--- src/rtl/cpu_types_pkg.sv ---
`default_nettype none
// ============================================================================
//  Module      : cpu_types_pkg
//  Description : Shared CPU datapath types. Provides the register-index and
//                data-word types used across the core, plus the scoreboard
//                entry record and its source-match helper used by the
//                forwarding scoreboard.
//  Revision    : 1.0 - initial release
// ============================================================================
package cpu_types_pkg;

    localparam int c_REG_W  = 5;    // 32 architectural registers
    localparam int c_WORD_W = 32;

    typedef logic [c_REG_W-1:0]  regbits_t;
    typedef logic [c_WORD_W-1:0] word_t;

    // One tracked in-flight instruction: only what forwarding needs to know.
    typedef struct packed {
        logic     valid;
        regbits_t rd;
        logic     wen;
        logic     load;
    } sb_entry_t;

    // An entry can supply a source operand only if it really writes that
    // register. Register 0 is hard-wired to zero and is never forwarded.
    function automatic logic entry_hits(sb_entry_t e, regbits_t r);
        return e.valid && e.wen && (r != '0) && (e.rd == r);
    endfunction

endpackage
`default_nettype wire

--- src/rtl/sb_match.sv ---
`default_nettype none
// ============================================================================
//  Module      : sb_match
//  Description : Per-source lookup into the scoreboard. Finds the youngest
//                in-flight producer of one source register and reports
//                whether that producer is a load whose data is not yet
//                available for forwarding.
//  Ports       : i_src          source register to look up
//                i_entries      all tracked stages, index 1 = youngest (EX)
//                o_fwd_sel      smallest matching stage, 0 when none match
//                o_load_hazard  youngest match is a load before LOAD_STAGE
//  Revision    : 1.0 - initial release
// ============================================================================
module sb_match
    import cpu_types_pkg::*;
#(
    parameter int DEPTH      = 3,
    parameter int LOAD_STAGE = 2
)(
    input  regbits_t                    i_src,
    input  sb_entry_t [DEPTH:1]         i_entries,
    output logic [$clog2(DEPTH+1)-1:0]  o_fwd_sel,
    output logic                        o_load_hazard
);

    localparam int c_SELW = $clog2(DEPTH+1);

    logic [c_SELW-1:0] w_sel;
    logic              w_hazard;

    // Scan from the oldest stage toward the youngest so that the last hit
    // written is the youngest producer. The hazard bit is taken from that
    // same entry only, so an older ALU result never masks a younger load.
    always_comb begin
        w_sel    = '0;
        w_hazard = 1'b0;
        for (int k = DEPTH; k >= 1; k--) begin
            if (entry_hits(i_entries[k], i_src)) begin
                w_sel    = c_SELW'(k);
                w_hazard = i_entries[k].load && (k < LOAD_STAGE);
            end
        end
    end

    assign o_fwd_sel     = w_sel;
    assign o_load_hazard = w_hazard;

endmodule
`default_nettype wire

--- src/rtl/forward_scoreboard.sv ---
`default_nettype none
// ============================================================================
//  Module      : forward_scoreboard
//  Description : Tracks the destination registers of instructions in the
//                EX..WB stages, selects the forwarding source for each
//                operand of the decoding instruction and raises a
//                load-use stall when a needed load result is not ready yet.
//  Ports       : CLK          clock, rising edge
//                nRST         asynchronous active-low reset
//                issue_valid  decode holds a real instruction
//                issue_rd     destination register
//                issue_wen    instruction writes issue_rd
//                issue_load   instruction is a load
//                src          NSRC source registers of the decoding instr
//                advance      pipeline moves this cycle
//                flush        squash all tracked entries
//                fwd_sel      per source: 0 = register file, k = stage k
//                stall        hold decode and insert a bubble
//                stall_cnt    saturating count of stall cycles
//  Revision    : 1.0 - initial release
// ============================================================================
module forward_scoreboard
    import cpu_types_pkg::*;
#(
    parameter int NSRC       = 2,
    parameter int DEPTH      = 3,
    parameter int LOAD_STAGE = 2,
    parameter int CNTW       = 16
)(
    input  logic                                  CLK,
    input  logic                                  nRST,
    input  logic                                  issue_valid,
    input  logic [c_REG_W-1:0]                    issue_rd,
    input  logic                                  issue_wen,
    input  logic                                  issue_load,
    input  logic [NSRC-1:0][c_REG_W-1:0]          src,
    input  logic                                  advance,
    input  logic                                  flush,
    output logic [NSRC-1:0][$clog2(DEPTH+1)-1:0]  fwd_sel,
    output logic                                  stall,
    output logic [CNTW-1:0]                       stall_cnt
);

    localparam int              c_SELW    = $clog2(DEPTH+1);
    localparam logic [CNTW-1:0] c_CNT_MAX = '1;

    sb_entry_t [DEPTH:1]          r_entries;
    logic [CNTW-1:0]              r_stall_cnt;

    logic [NSRC-1:0][c_SELW-1:0]  w_sel;
    logic [NSRC-1:0]              w_hazard;
    logic                         w_stall;
    sb_entry_t                    w_new_entry;

    // ------------------------------------------------------------------
    // Per-source lookup
    // ------------------------------------------------------------------
    generate
        for (genvar i = 0; i < NSRC; i++) begin : g_src
            sb_match #(
                .DEPTH      (DEPTH),
                .LOAD_STAGE (LOAD_STAGE)
            ) u_match (
                .i_src         (src[i]),
                .i_entries     (r_entries),
                .o_fwd_sel     (w_sel[i]),
                .o_load_hazard (w_hazard[i])
            );
        end
    endgenerate

    // A bubble in decode has no operands, so it can never stall.
    assign w_stall = issue_valid && (|w_hazard);

    // The entries are already cleared during reset, so these gates are
    // redundant in normal operation; they make the reset-time output values
    // independent of anything that might still be on the inputs.
    assign stall   = nRST & w_stall;
    assign fwd_sel = nRST ? w_sel : '0;

    // ------------------------------------------------------------------
    // Entry presented to stage 1: a stalled instruction stays in decode
    // and a bubble goes down the pipe instead.
    // ------------------------------------------------------------------
    always_comb begin
        w_new_entry = '0;
        if (issue_valid && !w_stall) begin
            w_new_entry.valid = 1'b1;
            w_new_entry.rd    = issue_rd;
            w_new_entry.wen   = issue_wen;
            w_new_entry.load  = issue_load;
        end
    end

    // ------------------------------------------------------------------
    // Stage tracking: flush wins over advance; without advance all hold.
    // ------------------------------------------------------------------
    always_ff @(posedge CLK or negedge nRST) begin
        if (!nRST) begin
            r_entries <= '0;
        end else if (flush) begin
            r_entries <= '0;
        end else if (advance) begin
            for (int k = DEPTH; k >= 2; k--) begin
                r_entries[k] <= r_entries[k-1];
            end
            r_entries[1] <= w_new_entry;
        end
    end

    // ------------------------------------------------------------------
    // Stall cycle counter. A stall only costs a cycle when the pipe would
    // otherwise have moved, hence the qualification with advance.
    // ------------------------------------------------------------------
    always_ff @(posedge CLK or negedge nRST) begin
        if (!nRST) begin
            r_stall_cnt <= '0;
        end else if (w_stall && advance && (r_stall_cnt != c_CNT_MAX)) begin
            r_stall_cnt <= r_stall_cnt + 1'b1;
        end
    end

    assign stall_cnt = r_stall_cnt;

endmodule
`default_nettype wire

--- config.mk ---
export PLATFORM = sky130hd
export DESIGN_NAME = forward_scoreboard
export DESIGN_NICKNAME = d
export VERILOG_FILES = /design/src/rtl/cpu_types_pkg.sv /design/src/rtl/sb_match.sv /design/src/rtl/forward_scoreboard.sv
export SDC_FILE = /design/constraint.sdc
export NUM_CORES = 1
export LEC_CHECK = 0
export ABC_AREA = 1
export CORE_MARGIN = 2
export CORE_UTILIZATION = 30
export DETAILED_ROUTE_END_ITERATION = 6
export SLEW_MARGIN = 20
export SYNTH_ARGS = -nofsm -noshare
export SYNTH_HDL_FRONTEND = slang
export SYNTH_SLANG_ARGS = --single-unit
--- constraint.sdc ---
create_clock -name CLK -period 4 [get_ports CLK]
set_input_delay 1.2 -clock CLK [delete_from_list [all_inputs] [get_ports CLK]]
set_output_delay 1.2 -clock CLK [all_outputs]
set_load 0.02 [all_outputs]
# Word level (Yosys, flattened, before mapping)
# Index checks and enable logic that the tools add are counted.
[word_totals] regBits=39 output_inout_bits=21 in_bits=22 wordCells=57
[classes] n_bitwise=1 muxes=12 eq_ne=7 add_sub_neg=1 n_reduce_logical=24
[ops] cell="$mux 24" count=2
[ops] cell="$eq 5x5->1" count=6
[ops] cell="$logic_and 1x1->1" count=19
[ops] cell="$add 16x1->16 const B" count=1
[ops] cell="$ne 16x16->1 const B" count=1
[ops] cell="$mux 2" count=6
[ops] cell="$reduce_bool 5->1" count=2
[ops] cell="$mux 8" count=1
[ops] cell="$mux 4" count=1
[ops] cell="$mux 1" count=2
[ops] cell="$reduce_bool 2->1" count=1
[ops] cell="$reduce_or 2->1" count=1
[ops] cell="$and 1x1->1" count=1
[ops] cell="$logic_not 1->1" count=1

# Logic depth before layout (Yosys ltp)
# Gate-level depths: netlist (run 1).
[depth] ltp_word=11 ltp_mapped=13 depth_no_buf=12

# By module
# Synthesis (run 1) repeated with hierarchy kept, for this count alone.
[hier_totals] hier_cells=424 hier_area_um2=2722.6
[modules_own_cells] mod="forward_scoreboard" n_inst=1 seq_area_each_um2=1001.0 cells_each=254 area_per_inst_um2=2019.4
[modules_own_cells] mod="sb_match" n_inst=2 seq_area_each_um2=0.0 cells_each=85 area_per_inst_um2=351.6

# Least setup slack after synthesis (run 1)
# No wires, ideal clock.
[synth_timing] path_kind="in2out" startpoint="input src[8] in the netlist's numbering" endpoint="output stall" cell_stages=9 n_path_buf=0 setup_slack_ns=0.684 required_time_ns=2.800 t_arrival_ns=2.116 path_cell_list="inv_1 -> nand2_1 -> nand2_1 -> nand2_1 -> nor2_1 -> nand3_1 -> nand2_4 -> nand2_1 -> nor2_1"
[synth_between] elab_chain_len=7 word_cells_on_any_way=8 cone_classes="eq/ne: 1; mux: 1; bitwise: 1; reduce/logical: 5"
[synth_lines] item="from (decl)" line="forward_scoreboard.sv:36" text="input logic [NSRC-1:0][c_REG_W-1:0] src,"
[synth_lines] item="$reduce_bool 5->1" line="cpu_types_pkg.sv:29" text="return e.valid && e.wen && (r != '0) && (e.rd == r);"
[synth_lines] item="$logic_and 1x1->1" line="cpu_types_pkg.sv:29"
[synth_lines] item="$logic_and 1x1->1 (*)" line="cpu_types_pkg.sv:29"
[synth_lines] item="$mux 1 (*)" line="sb_match.sv:38" text="if (entry_hits(i_entries[k], i_src)) begin"
[synth_lines] item="$reduce_or 2->1 (*)" line="forward_scoreboard.sv:73" text="assign w_stall = issue_valid && (|w_hazard);"
[synth_lines] item="$logic_and 1x1->1 (*)" line="forward_scoreboard.sv:73"
[synth_lines] item="$and 1x1->1 (*)" line="forward_scoreboard.sv:78" text="assign stall = nRST & w_stall;"
[synth_lines] item="to (decl)" line="forward_scoreboard.sv:40" text="output logic stall,"
# Mark *: on every way between the ends. The rest lies on a longest branch, timed or not.

# Final worst setup path (run 1)
[layout_timing] startpoint="input src[6] in the netlist's numbering" endpoint="output stall"
# The elaborated chain is that of the path after synthesis.

==> results of run 1 <==
==> state kept, by name (all words and copies together) (netlist names) <==
signal,flops
stall_cnt,16
r_entries,22
==> path summary, 6_finish.rpt <==
kind                       depth (start not counted)       endpoint  slack [ns]
min reg2reg                                        2  r_entries[17]        0.49
max                                               10          stall        0.12
max reg2reg                                       11   stall_cnt[6]        1.88
min                                                2  r_entries[17]        0.49
min in group asynchronous                          2   stall_cnt[7]        1.06
max in group asynchronous                          2   r_entries[1]        2.58
==> what timing repair did <==
item                                    CTS  global route
resized for setup                        19            17
endpoints found under the setup margin    5             5
buffers inserted                          0             0
pin swaps                                 0             2
==> per-layer routing <==
| metal | track usage [%] | up-vias | wire length (um) |
|---|---|---|---|
| met5 | 0 | - | 0 |
| met4 | 4.41 | 0 | 74 |
| met3 | 3.17 | 6 | 328 |
| met2 | 27.6 | 50 | 3110 |
| met1 | 22.1 | 1100 | 3110 |
| li1 | - | 1213 | - |
==> layout by cell type, fill, tap and decap left out, drive strengths merged, types with 2 or more instances in the layout <==
cell type	netlist	final
nand2	136	136
inv	39	39
dfrtp	38	38
clkdlybuf4s50	0	32
nor2	30	30
nand3	21	21
buf	3	21
nand4	15	15
o22ai	10	10
xnor2	9	9
a21oi	9	9
xor2	8	8
clkbuf	4	8
o21ai	7	7
nor3	5	5
dlymetal6s2s	0	4
nand3b	2	2
clkinv	1	2
==> final cells by class <==
cell class / count / area [sq um]
clock buffers: 7 / 86.3
clock inverters: 1 / 5.00
fillers: 817 / 4570
inverters: 40 / 150
multi-input cells: 258 / 1270
flip-flops and latches: 38 / 951
well taps: 102 / 128
repair buffers: 58 / 526
==> metrics by stage <==
step,area [sq um],TNS [ns]
floorplan,2360,0
global placement,2990,-1.64
detailed placement,2990,-1.70
CTS,3080,0
global route,3120,0
finish,3120,0
==> worst reg2reg max path, cell delays in order, from the launching register on <==
cell and delay [ns]:
dfrtp_1 0.43, inv_1 0.13, nand2_1 0.06, nand2_1 0.05, nand2_1 0.08, nor2_2 0.14, nand3_1 0.12, nand2_4 0.09
buf_4 0.15, nand4_1 0.47, nand2_1 0.21, nand2_1 0.08
==> where the power goes <==
part           internal, mW  switching (mW)  leakage [nW]
sequential            0.389         0.00595         0.527
combinational        0.0408          0.0560         0.924
clock                 0.139           0.132        0.0482
==> cells by family (layout without fill, tap and decap cells) <==
kind of cell | Yosys count | after routing | share of synthesized area, %
AOI/OAI and AO/OA | 30 | 30 | 7.36
xor gates and xnor gates | 17 | 17 | 6.30
adders and majority gates | 1 | 1 | 0.530
buffers and inverters | 47 | 106 | 7.73
DFF | 38 | 38 | 40.3
and+or+nand+nor | 210 | 210 | 37.8
==> run_results.csv, run 1 <==
group,metric,value,unit
detailed_routing,num_vias,2369,
logic_synthesis,ys.flop_type,"dfrtp_1",
place,port_buffers,42,
detailed_routing,drc,0,
critical_path,end_kind,"primary output",
critical_path,slowest_delay,0.53,ns
finish,drive_above_1_share,12.2,%
logic_synthesis,synth_nets,366,
hold_path,hp-class,"flip-flop to flip-flop",
critical_path,path_buf_inv,2,
critical_path,cp_data_arrival_time,2.68,ns
finish,nets,424,
status,status,"complete, no violations",
critical_path,critical_path_class,"input port to primary output",
critical_path,crit_fanout,3,
place,pre_cts_slack,-0.392,ns
finish,diodes,0,
global_route,grt_pass1_vias,2352,
die,coreArea,0.00769,sq mm
detailed_routing,dr.first_iter.drc_count,196,
timing,hold_violations,0,
timing,hold_ws,0.493,ns
logic_synthesis,synth_top_area_cell,"dfrtp_1",
timing,max_slew_margin,60.7,%
logic_synthesis,synth_area,0.00236,sq mm
global_route,grt_max_degree,39,
logic_synthesis,async_reset_ff_share,100,%
critical_path,path_cells,"clkdlybuf4s50_1, nor2_1, nand2_1, nor2_2, nor2_1, nand3_1, nand2_4, nand2_1, nor2_2, buf_4",
clock_network,clock_insertion_delay_worst_skew,0.28,ns
power,p_leak,1.50,nW
logic_synthesis,synth_seq_area_share,40.3,%
die,die_h,92.7,um
timing,rsz0062_at_grt,"no",
detailed_routing,routed_via_density,4.70,
place,gp_congestion,0.897,
place,dpl.cell_count,496,
critical_path,crit_start,"src[6]",
critical_path,cp_top_family,"simple AND/OR/NAND/NOR gates",
die,die_x,92.7,um
clock_network,clk_pin_slew_worst_paths,0.07,ns
clock_network,cts_buffers,5,
die,ios,43,
die,start_util,30.7,%
power,max-vdd-ir-drop,0.000109,V
clock_network,htree_num_levels,2,
timing,finalClockSkew,0.00677,ns
timing,finalSetupViolCount,0,
critical_path,cp-start-kind,"input port",
critical_path,timing.rr.start,"r_entries[4]",
clock_network,clock-sinks,38,
global_route,grt-ovfl-total,0,
logic_synthesis,syn_inst,343,
detailed_routing,firstDrtPassIters,4,
clock_network,root_buffer,"clkbuf_8",
finish,final_cells,504,
clock_network,cts_tree,"yes",
timing,fin_crit_sh,97.0,%
power,finalPower,0.763,mW
logic_synthesis,ys.warnings.count,0,
global_route,grt_pass1_wl,11300,um
detailed_routing,route.antenna.remaining_nets,0,
hold_path,min-delay-start,"r_entries[17]",
logic_synthesis,syn_area_per_cell,6.89,sq um
global_route,global_route.usage.total,16.6,%
logic_synthesis,ys_ff_latch,38,
logic_synthesis,synth_edf_count,0,
timing,layout_setup_ws,0.122,ns
logic_synthesis,yosys.area.top_type_share,40.3,%
die,row_count,32,
detailed_routing,wire_per_inst,13.1,um
critical_path,crit_slowest_cell,"clkdlybuf4s50_1",
timing,timing.fmax,258,MHz
logic_synthesis,ys_top_cells_by_count,"nand2_1 (135), dfrtp_1 (38), inv_1 (36), nor2_1 (27), nand3_1 (19)",
logic_synthesis,yosys-top-cells-area,"dfrtp_1 (40%), nand2_1 (21%), inv_1 (5.7%), nor2_1 (4.3%), nand3_1 (4.0%)",
power,p_per_area,245,mW/mm^2
place,dp_hpwl,5060,um
finish,utilization,40.5,%
clock_network,cts_buffer_depth,2,
die,die_area,0.00860,sq mm
job,drv_cap,0,
global_route,antenna_found_initial,0,
detailed_routing,routed_wl,6620,um
finish,syn_to_final_growth,31.9,%
clock_network,cts_hold_buffers,0,
logic_synthesis,synth.distinct_cells,27,
timing,period_minus_slack,3.88,ns
timing,slew_viol_final,0,
timing,worst_pin_slew,0.587,ns
critical_path,cp.required,2.80,ns
logic_synthesis,yosysMostFrequentCell,"nand2_1",
Note: power is estimated with default switching activity, not from simulation.
==> run 2: changes to the inputs <==
--- a/config.mk
+++ b/config.mk
@@ -9,7 +9,7 @@
 export CORE_MARGIN = 2
 export CORE_UTILIZATION = 30
 export DETAILED_ROUTE_END_ITERATION = 6
-export SLEW_MARGIN = 20
+export SLEW_MARGIN = 30
 export SYNTH_ARGS = -nofsm -noshare
 export SYNTH_HDL_FRONTEND = slang
 export SYNTH_SLANG_ARGS = --single-unit
==> results of run 2 <==
No change in the layout: final DEF, timing and power equal those of run 1.
==> run 3: changes to the inputs <==
--- a/config.mk
+++ b/config.mk
@@ -9,7 +9,6 @@
 export CORE_MARGIN = 2
 export CORE_UTILIZATION = 30
 export DETAILED_ROUTE_END_ITERATION = 6
-export SLEW_MARGIN = 30
 export SYNTH_ARGS = -nofsm -noshare
 export SYNTH_HDL_FRONTEND = slang
 export SYNTH_SLANG_ARGS = --single-unit
==> results of run 3 <==
No change in the layout: final DEF, timing and power equal those of run 1.
